File: src/rtl/fec_serial_rx.sv
// -----------------------------------------------------------------------------
// fec_serial_rx
//
// Serial line receiver for the FEC link. Recovers framed code words from an
// asynchronous single-bit line and hands each good word to the FEC decoder
// as a one-cycle valid pulse.
//
// Frame: start bit (0), CODE_W data bits LSB first, optional even-parity bit,
// stop bit (1). Every bit is sampled mid-bit, a whole number of bit periods
// after the start-bit sample.
//
// Optional feature macro: FEC_SERIAL_RX_PARITY_EN
//   defined     : frame carries an even-parity bit; mismatch pulses err_parity
//   not defined : no parity bit, err_parity tied to 0
//
// Parameters:
//   CODE_W      code word width in bits (>= 2)
//   BIT_CYCLES  clock cycles per serial bit (even, >= 4)
//
// Ports:
//   clk         single clock, rising edge
//   rst_n       asynchronous active-low reset
//   en          block enable; 0 forces IDLE and clears the frame state
//   rx          serial line, asynchronous to clk, idles high
//   ack         one-cycle pulse: data_out holds a new good code word
//   data_out    last good code word, held between pulses
//   err_frame   one-cycle pulse: stop bit sampled as 0
//   err_parity  one-cycle pulse: parity mismatch (parity build only)
//   busy        high while the FSM is not in IDLE
// -----------------------------------------------------------------------------
module fec_serial_rx #(
  parameter int CODE_W     = 13,
  parameter int BIT_CYCLES = 16
) (
  input  logic              clk,
  input  logic              rst_n,
  input  logic              en,
  input  logic              rx,
  output logic              ack,
  output logic [CODE_W-1:0] data_out,
  output logic              err_frame,
  output logic              err_parity,
  output logic              busy
);

  localparam int CNT_W = $clog2(BIT_CYCLES);
  localparam int IDX_W = (CODE_W > 1) ? $clog2(CODE_W) : 1;

  localparam logic [CNT_W-1:0] HALF_LAST = CNT_W'(BIT_CYCLES / 2 - 1);
  localparam logic [CNT_W-1:0] BIT_LAST  = CNT_W'(BIT_CYCLES - 1);
  localparam logic [IDX_W-1:0] IDX_LAST  = IDX_W'(CODE_W - 1);

  typedef enum logic [2:0] {
    S_IDLE,
    S_START,
    S_DATA,
`ifdef FEC_SERIAL_RX_PARITY_EN
    S_PARITY,
`endif
    S_STOP
  } state_t;

  // ---------------------------------------------------------------------------
  // Input synchroniser. Both flops reset to the idle level. sync_fill marks
  // when rx_s carries a real line value rather than the reset value, so a
  // line held low through reset is never mistaken for a fresh start bit.
  // ---------------------------------------------------------------------------
  logic       rx_meta;
  logic       rx_s;
  logic [1:0] sync_fill;

  // NOTE: sequential state uses non-blocking assignments so every flop sees
  // the pre-edge value of its neighbours, exactly as the hardware does.
  always_ff @(posedge clk or negedge rst_n) begin
    if (!rst_n) begin
      rx_meta   <= 1'b1;
      rx_s      <= 1'b1;
      sync_fill <= 2'b00;
    end else begin
      rx_meta   <= rx;
      rx_s      <= rx_meta;
      sync_fill <= {sync_fill[0], 1'b1};
    end
  end

  // ---------------------------------------------------------------------------
  // Frame state
  // ---------------------------------------------------------------------------
  state_t             state,    state_n;
  logic [CNT_W-1:0]   cnt,      cnt_n;
  logic [IDX_W-1:0]   bit_idx,  bit_idx_n;
  logic [CODE_W-1:0]  shreg,    shreg_n;
  logic [CODE_W-1:0]  data_n;
  logic               armed,    armed_n;   // line seen high since last frame
  logic               ack_n;
  logic               err_frame_n;
`ifdef FEC_SERIAL_RX_PARITY_EN
  logic               par_bit,  par_bit_n;
  logic               err_parity_q, err_parity_n;
`endif

  // NOTE: every variable gets its default before the case statement, so no
  // path leaves a value unassigned and no latch is inferred.
  always_comb begin
    state_n     = state;
    cnt_n       = cnt;
    bit_idx_n   = bit_idx;
    shreg_n     = shreg;
    data_n      = data_out;
    armed_n     = armed;
    ack_n       = 1'b0;
    err_frame_n = 1'b0;
`ifdef FEC_SERIAL_RX_PARITY_EN
    par_bit_n    = par_bit;
    err_parity_n = 1'b0;
`endif

    if (!en) begin
      // Disabled: abandon any frame and require the line to go high again
      // before the next start bit is accepted.
      state_n   = S_IDLE;
      cnt_n     = '0;
      bit_idx_n = '0;
      shreg_n   = '0;
      armed_n   = 1'b0;
`ifdef FEC_SERIAL_RX_PARITY_EN
      par_bit_n = 1'b0;
`endif
    end else begin
      case (state)
        S_IDLE: begin
          if (rx_s) begin
            if (sync_fill[1]) armed_n = 1'b1;
          end else if (armed) begin
            state_n = S_START;
            cnt_n   = '0;
            armed_n = 1'b0;
          end
        end

        S_START: begin
          if (cnt == HALF_LAST) begin
            cnt_n = '0;
            if (rx_s) begin
              // Line went back high before mid start bit: glitch.
              state_n = S_IDLE;
              armed_n = 1'b1;
            end else begin
              state_n   = S_DATA;
              bit_idx_n = '0;
            end
          end else begin
            cnt_n = cnt + 1'b1;
          end
        end

        S_DATA: begin
          if (cnt == BIT_LAST) begin
            cnt_n   = '0;
            shreg_n = {rx_s, shreg[CODE_W-1:1]};
            if (bit_idx == IDX_LAST) begin
              bit_idx_n = '0;
`ifdef FEC_SERIAL_RX_PARITY_EN
              state_n   = S_PARITY;
`else
              state_n   = S_STOP;
`endif
            end else begin
              bit_idx_n = bit_idx + 1'b1;
            end
          end else begin
            cnt_n = cnt + 1'b1;
          end
        end

`ifdef FEC_SERIAL_RX_PARITY_EN
        S_PARITY: begin
          if (cnt == BIT_LAST) begin
            cnt_n     = '0;
            par_bit_n = rx_s;
            state_n   = S_STOP;
          end else begin
            cnt_n = cnt + 1'b1;
          end
        end
`endif

        S_STOP: begin
          if (cnt == BIT_LAST) begin
            cnt_n   = '0;
            state_n = S_IDLE;
            // A low stop bit leaves the block disarmed until the line idles,
            // so a stuck-low line produces one framing error and then waits.
            armed_n = rx_s;
            if (!rx_s) begin
              err_frame_n = 1'b1;
`ifdef FEC_SERIAL_RX_PARITY_EN
            end else if ((^shreg) != par_bit) begin
              err_parity_n = 1'b1;
`endif
            end else begin
              ack_n  = 1'b1;
              data_n = shreg;
            end
          end else begin
            cnt_n = cnt + 1'b1;
          end
        end

        default: state_n = S_IDLE;
      endcase
    end
  end

  always_ff @(posedge clk or negedge rst_n) begin
    if (!rst_n) begin
      state     <= S_IDLE;
      cnt       <= '0;
      bit_idx   <= '0;
      shreg     <= '0;
      data_out  <= '0;
      armed     <= 1'b0;
      ack       <= 1'b0;
      err_frame <= 1'b0;
`ifdef FEC_SERIAL_RX_PARITY_EN
      par_bit      <= 1'b0;
      err_parity_q <= 1'b0;
`endif
    end else begin
      state     <= state_n;
      cnt       <= cnt_n;
      bit_idx   <= bit_idx_n;
      shreg     <= shreg_n;
      data_out  <= data_n;
      armed     <= armed_n;
      ack       <= ack_n;
      err_frame <= err_frame_n;
`ifdef FEC_SERIAL_RX_PARITY_EN
      par_bit      <= par_bit_n;
      err_parity_q <= err_parity_n;
`endif
    end
  end

`ifdef FEC_SERIAL_RX_PARITY_EN
  assign err_parity = err_parity_q;
`else
  assign err_parity = 1'b0;
`endif

  assign busy = (state != S_IDLE);

endmodule

File: config.mk
export PLATFORM = sky130hd
export DESIGN_NAME = fec_serial_rx
export DESIGN_NICKNAME = d
export VERILOG_FILES = /design/src/rtl/fec_serial_rx.sv
export SDC_FILE = /design/constraint.sdc
export NUM_CORES = 1
export LEC_CHECK = 0
export ABC_CLOCK_PERIOD_IN_PS = 2630
export CORE_MARGIN = 3
export CORE_UTILIZATION = 55
export DETAILED_ROUTE_END_ITERATION = 6
export PLACE_DENSITY_LB_ADDON = 0.08
export SLEW_MARGIN = 20
export SYNTH_ARGS = -nofsm -noshare
export SYNTH_HDL_FRONTEND = slang
export SYNTH_SLANG_ARGS = --single-unit
File: constraint.sdc
create_clock -name clk -period 2.63 [get_ports clk]
set_clock_uncertainty 0.2 [all_clocks]
set_input_delay 0.3945 -clock clk [delete_from_list [all_inputs] [get_ports clk]]
set_output_delay 0.3945 -clock clk [all_outputs]
set_load 0.03 [all_outputs]
==> run_results.csv, run 1 <==
group,metric,value,unit
timing,tightest_slew,0.9260,ns
detailed_routing,met3WireLength,177,microns
timing,rsz0062_at_grt,"no",
power,internal-power,0.8676,mW
detailed_routing,drt-vias-per-instance,5.641,
logic_synthesis,synthesis.area_per_instance,12.57,sq um
flow_run,drv.max_cap_violation_count,0,
power,vdd.ir_drop.worst,0.3688,mV
status,status,"complete, no violations",
detailed_routing,drt-wirelength-per-cell,14.98,microns
power,fraction_of_power_spent_switching_nets,27.23,%
floorplanning,floorplan.initialDensity,60.43,%
detailed_routing,number_of_nets_with_antenna_violations_after_detailed_routing,0,
clock_tree,clockBufferDepth,2,
clock_tree,cts_root_buffer,"sky130_fd_sc_hd__clkbuf_4",
final_layout,register_area,1079,sq um
logic_synthesis,synth_seq_cells,43,
final_layout,design.final.nets,180,
timing,finalSetupViolations,0,
floorplanning,die_width,65.33,microns
floorplanning,floorplan.io_pins,21,
clock_tree,cts_post_setup_buffers_inserted,0,
timing,hold_viol_final,0,
detailed_routing,via_count,1224,
logic_synthesis,postSynth.asyncResetShare,100.0,%
critical_path,worst_path_maximum_fanout,11,
detailed_routing,detail_route.wirelength.met1,1.417,mm
timing,worst_slew_margin_rel,38.26,%
timing,min_period_over_period,92.26,%
floorplanning,die_footprint,4267,sq um
power,p_switching,0.3247,mW
place,pre_cts_slack,0.2507,ns
clock_tree,numCtsBuffers,5,
clock_tree,cts_htree_levels,2,
clock_tree,tritoncts,"built",
clock_tree,post_cts.resized_instances,0,
logic_synthesis,synth_top_flop_cell,"sky130_fd_sc_hd__dfrtp_1",
timing,setup_tns,0,ns
final_layout,nFillCells,250,
global_route,grt_start_max_net_pins,44,
power,leakage_component_of_the_power,1.054,nW
power,power.sequential.fraction,60.3,%
power,comb_power_share,12.6,%
logic_synthesis,synthDistinctLibCells,42,
floorplanning,die_y,65.33,microns
final_layout,mostFrequentLayoutCell,"sky130_fd_sc_hd__dfrtp_1",
final_layout,share_of_cells_above_drive_strength_1,18.50,%
detailed_routing,remaining_drc_errors,0,
timing,drv_slew,0,
floorplanning,core.rowCount,20,
clock_tree,cts.sink_count,43,
global_route,global_route_wire_length_before_repair,5.782,mm
logic_synthesis,netlist_instances,154,
timing,period_needed,2.427,ns
place,detailedPlacementHpwl,2.249,mm
global_route,global_route.usage.total,17.78,%
final_layout,final_cell_mix,"sky130_fd_sc_hd__dfrtp_1, sky130_fd_sc_hd__clkdlybuf4s50_1, sky130_fd_sc_hd__a22o_1",
detailed_routing,initialDrtViolationCount,66,
power,clock_power_share,27.1,%
final_layout,areaGrowthSynthToFinish,11.64,%
global_route,grt_pass1_vias,1287,
final_layout,antenna_cells,0,
logic_synthesis,ys.warnings.count,0,
logic_synthesis,synth-edff-count,0,
detailed_routing,highest_layer,"met4",
logic_synthesis,synthesis.nets,161,
logic_synthesis,netlist_area,1936,sq um
place,place.port_buffers,19,
global_route,grt_overflow,0,
detailed_routing,detailedRoute.firstPassIterationCount,4,
critical_path,worstSetupEndpointType,"output port",
clock_tree,latest_clock_arrival_within_the_worst_skew_pair,0.35,ns
critical_path,start_kind,"register",
critical_path,required,2.04,ns
place,globalplace.congestion,0.8685,
power,power-per-cell-area,551.8,nW/um^2
final_layout,area_occupied_by_multi_input_gates,723.2,sq um
detailed_routing,detailroute.wirelength.met2,1.589,mm
critical_path,critical_path_arrival,1.83,ns
hold_path,hold_class,"register to register",
detailed_routing,totalWireLength,3.251,mm
floorplanning,placeableCoreArea,3203,sq um
critical_path,worstSetupPathType,"register to output port",
timing,final.setup.worst_slack,0.2034,ns
logic_synthesis,synth_seq_area_share,55.72,%
global_route,antenna_found_initial,0,
timing,fmax,412.1,MHz
clock_tree,clkTransAtPathRegs,0.11,ns
logic make-up (layout without fill, tap and decap cells):
| kind of cell | after synthesis | in the layout | synth area share (%) |
|---|---|---|---|
| AO/OA/AOI/OAI | 35 | 35 | 14.29 |
| XOR/XNOR | 1 | 1 | 0.4526 |
| adder cells (fa/ha/maj) | 3 | 3 | 1.939 |
| buffers and inverters | 19 | 38 | 6.916 |
| flip-flops | 43 | 43 | 55.72 |
| multiplexers | 14 | 14 | 9.825 |
| other | 2 | 2 | 0.3880 |
| AND/OR/NAND/NOR | 37 | 37 | 10.47 |
area by class of cell:
cell class              count  area share (%)
well taps                  44           2.548
clock inverters             1          0.2316
inverters                   8           1.390
clock buffers               6           2.374
flip-flops and latches     43           49.91
multi-input cells          92           33.47
repair buffers             23           10.08
cell usage after synthesis (all sizes together), types with 2 or more instances:
master | instances | share of area, %
nor2 | 8 | 1.7
nand3 | 5 | 1.3
ha | 3 | 1.9
o21ai | 7 | 1.8
nand4 | 2 | 0.97
nand2 | 9 | 1.7
a22o | 15 | 6.8
o211ai | 2 | 0.78
a211o | 2 | 0.97
clkbuf | 2 | 0.39
conb | 2 | 0.39
inv | 7 | 1.4
dfstp | 2 | 2.7
dfrtp | 41 | 53
nor3 | 2 | 0.52
nor3b | 2 | 0.78
mux2 | 13 | 9.3
buf | 9 | 5.0
nand3b | 3 | 1.2
a21oi | 3 | 0.97
and3 | 2 | 0.65
worst max-delay path: stages, from the launching register on:
cell	delay, ns
sky130_fd_sc_hd__dfrtp_1	0.52
sky130_fd_sc_hd__nor2_1	0.30
sky130_fd_sc_hd__inv_1	0.07
sky130_fd_sc_hd__clkdlybuf4s50_1	0.59
worst paths after layout:
check,startpoint,slack (ns),end,cells after the start
worst min register to register,rx_meta$_DFF_PN1_,0.16,rx_s$_DFF_PN1_,0
worst min-delay path,rx_meta$_DFF_PN1_,0.16,rx_s$_DFF_PN1_,0
max in group asynchronous,rst_n,1.15,sync_fill[0]$_DFF_PN0_,2
worst max-delay path,state[1]$_DFFE_PN0P_,0.20,busy,3
min in group asynchronous,rst_n,0.51,data_out[9]$_DFFE_PN0P_,2
worst max register to register,cnt[0]$_DFFE_PN0P_,0.25,data_out[1]$_DFFE_PN0P_,5
through the flow:
| step | hold slack (ns) | cell area, sq um | instances | power, mW | util [%] |
|---|---|---|---|---|---|
| after floorplan | -0.1011 | 1936 | 154 | 0.8409 | - |
| after detailed placement | 0.1469 | 2095 | 209 | 0.8792 | 65.39 |
| after CTS | 0.1634 | 2161 | 217 | 1.201 | 67.46 |
| after global placement | 0.1338 | 2095 | 209 | 0.8735 | 65.39 |
| final | 0.1639 | 2161 | 217 | 1.192 | 67.46 |
| after global routing | 0.1716 | 2161 | 217 | 1.252 | 67.46 |
power by group through the flow:
stage / combinational, mW / sequential, mW / clock (mW)
final: 0.150 / 0.719 / 0.323
after global routing: 0.167 / 0.725 / 0.360
after CTS: 0.151 / 0.718 / 0.332
after detailed placement: 0.148 / 0.731 / 0
after global placement: 0.146 / 0.728 / 0
after floorplan: 0.131 / 0.710 / 0
registers in the layout (all words and copies together) (netlist names):
| name | count |
|---|---|
| data_out | 13 |
| shreg | 13 |
| bit_idx | 4 |
| cnt | 4 |
| state | 2 |
| sync_fill | 2 |
| ack | 1 |
| armed | 1 |
| err_frame | 1 |
| rx_meta | 1 |
| rx_s | 1 |
metal layers:
layer  track usage, %  up-vias
met5                0        -
met4            8.290        0
met3            6.154        7
met2            29.71       40
met1            20.41      595
li1                 -      582
timing repair:
item / in CTS / in global routing
hold buffers: 1 / 0
endpoints found under the setup margin: 0 / 0
hold endpoints to repair: 21 / 0
No activity file was read; power rests on OpenSTA's default activity.
==> run 2, diff against run 1 <==
==> constraint.sdc (replaced) <==
create_clock -name clk -period 2.63 [get_ports clk]
set_clock_uncertainty 0.2 [all_clocks]
set_input_delay 0.3945 -clock clk [delete_from_list [all_inputs] [get_ports clk]]
set_output_delay 0.3945 -clock clk [all_outputs]
set_load 0.1 [all_outputs]
==> run_results.csv, run 2 (synthesis gave the netlist of run 1 again) <==
group,metric,value,unit
critical_path,start_kind,"register",
timing,fmax,420.1,MHz
global_route,antenna_found_initial,0,
timing,finalHoldWorstSlack,0.1642,ns
power,internal-power,0.9414,mW
power,post-layout-total-power,1.325,mW
hold_path,hold_path_startpoint,"rx_meta$_DFF_PN1_",
global_route,grt_pass1_vias,1267,
critical_path,regToRegStartpoint,"cnt[0]$_DFFE_PN0P_",
global_route,grt_start_max_net_pins,44,
final_layout,layout_top_registers,"data_out x13, shreg x13",
floorplanning,floorplan.initialDensity,60.43,%
power,clock_power_share,31.7,%
clock_tree,numCtsBuffers,5,
power,p_switching,0.3839,mW
critical_path,required,2.68,ns
floorplanning,floorplan.io_pins,21,
final_layout,areaGrowthSynthToFinish,10.86,%
clock_tree,latest_clock_arrival_within_the_worst_skew_pair,0.37,ns
final_layout,design.final.nets,180,
power,comb_power_share,14.1,%
flow_run,drv.max_cap_violation_count,0,
detailed_routing,totalWireLength,3.302,mm
status,status,"complete, no violations",
timing,drv_slew,0,
floorplanning,die_y,65.33,microns
place,place.port_buffers,19,
power,power.sequential.fraction,54.2,%
clock_tree,cts_htree_levels,2,
critical_path,critical-path-max-stage-delay,0.61,ns
clock_tree,clockBufferDepth,2,
clock_tree,clkTransAtPathRegs,0.11,ns
critical_path,register_to_register_path_setup_slack,0.25,ns
global_route,global_route_wire_length_before_repair,5.796,mm
final_layout,mostFrequentLayoutCell,"sky130_fd_sc_hd__dfrtp_1",
detailed_routing,via_count,1241,
clock_tree,cts.sink_count,43,
global_route,grt_overflow,0,
floorplanning,placeableCoreArea,3203,sq um
power,leakage_component_of_the_power,1.098,nW
detailed_routing,drt-vias-per-instance,5.693,
final_layout,antenna_cells,0,
detailed_routing,drt-wirelength-per-cell,15.15,microns
place,pre_cts_slack,0.2488,ns
floorplanning,die_width,65.33,microns
global_route,global_route.usage.total,18.22,%
floorplanning,die_footprint,4267,sq um
critical_path,timing.critical_path.cells,"ha_1, and3_1, nand4_2, or2_1, mux2_2",
timing,period_needed,2.381,ns
clock_tree,cts_root_buffer,"sky130_fd_sc_hd__clkbuf_4",
power,power-per-cell-area,617.6,nW/um^2
timing,worst_slew_margin_rel,39.55,%
critical_path,critical_path_arrival,2.43,ns
place,globalplace.congestion,0.8637,
critical_path,worstSetupPathType,"register to register",
timing,rsz0062_at_grt,"no",
critical_path,cp_top_family,"simple AND/OR/NAND/NOR gates",
floorplanning,core.rowCount,20,
hold_path,worstHoldEndpoint,"rx_s$_DFF_PN1_",
timing,hold_viol_final,0,
critical_path,rr_endpoint,"data_out[0]$_DFFE_PN0P_",
clock_tree,tritoncts,"built",
place,detailedPlacementHpwl,2.243,mm
critical_path,worstSetupEndpointType,"register",
detailed_routing,initialDrtViolationCount,63,
critical_path,r2r_cells,5,
hold_path,hold_class,"register to register",
timing,finalSetupViolations,0,
detailed_routing,number_of_nets_with_antenna_violations_after_detailed_routing,0,
timing,tightest_slew,0.9067,ns
final_layout,final_cell_mix,"sky130_fd_sc_hd__dfrtp_1, sky130_fd_sc_hd__buf_4, sky130_fd_sc_hd__a22o_1",
final_layout,share_of_cells_above_drive_strength_1,28.16,%
timing,final.setup.worst_slack,0.2495,ns
final_layout,nFillCells,268,
critical_path,crit_slowest_cell,"sky130_fd_sc_hd__or2_1",
power,vdd.ir_drop.worst,0.4332,mV
timing,min_period_over_period,90.51,%
detailed_routing,detailedRoute.firstPassIterationCount,4,
critical_path,critical_path.n_buffers_inverters,0,
timing,setup_tns,0,ns
critical_path,worst_path_maximum_fanout,14,
clock_tree,cts_post_setup_buffers_inserted,0,
detailed_routing,remaining_drc_errors,0,
power,fraction_of_power_spent_switching_nets,28.97,%
hold_path,whs_path_depth,0,
[run 2: power groups by stage]
stage          sequential (mW)  clock (mW)  combinational [mW]
2_1_floorplan            0.710           0               0.170
3_3_place_gp             0.728           0               0.183
3_5_place_dp             0.730           0               0.187
4_1_cts                  0.718       0.437               0.189
5_1_grt                  0.724       0.463               0.205
6_report                 0.718       0.420               0.187
[run 2: layer usage]
layer  share of wire, %  global-route usage, %
met3                4.7                  5.299
met1                 46                  22.32
met2                 47                  29.20
met4                2.1                  9.326
met5                  0                      0
[run 2: cell type report]
type | instances | area (sq um) | share of cell area (%)
Sequential cell | 43 | 1079 | 50.26
Inverter | 8 | 30.03 | 1.399
Multi-Input combinational cell | 92 | 723.2 | 33.70
Clock inverter | 3 | 43.79 | 2.041
Clock buffer | 5 | 37.54 | 1.749
Tap cell | 44 | 55.05 | 2.566
Timing Repair Buffer | 23 | 177.7 | 8.280
[run 2: how the worst max path moves through the flow]
stage / from / end / slack (ns) / depth (start not counted)
6_report: cnt[0]$_DFFE_PN0P_ / data_out[0]$_DFFE_PN0P_ / 0.25 / 5
3_5_place_dp: cnt[0]$_DFFE_PN0P_ / data_out[0]$_DFFE_PN0P_ / 0.25 / 5
2_1_floorplan: cnt[0]$_DFFE_PN0P_ / data_out[10]$_DFFE_PN0P_ / 0.60 / 8
4_1_cts: cnt[0]$_DFFE_PN0P_ / data_out[0]$_DFFE_PN0P_ / 0.23 / 5
5_1_grt: cnt[0]$_DFFE_PN0P_ / data_out[0]$_DFFE_PN0P_ / 0.13 / 5
3_3_place_gp: en / data_out[3]$_DFFE_PN0P_ / 0.30 / 4
[run 2: stage by stage]
stage                     util, %  cell area [sq um]  std cells
final                       66.99               2146        218
after global routing        66.99               2146        218
after CTS                   66.99               2146        218
after detailed placement    64.14               2054        209
after global placement      64.14               2054        209
after floorplan                 -               1936        154
[run 2: repair_timing]
| item | in CTS | in global routing |
|---|---|---|
| endpoints found under the hold margin | 41 | 0 |
| gates resized for setup | 0 | 0 |
| hold buffers | 1 | 0 |
[run 2: worst register-to-register path, cell delays in order (launching register included)]
cell	delay, ns
sky130_fd_sc_hd__dfrtp_1	0.42
sky130_fd_sc_hd__ha_1	0.25
sky130_fd_sc_hd__and3_1	0.26
sky130_fd_sc_hd__nand4_2	0.12
sky130_fd_sc_hd__or2_1	0.61
sky130_fd_sc_hd__mux2_2	0.41
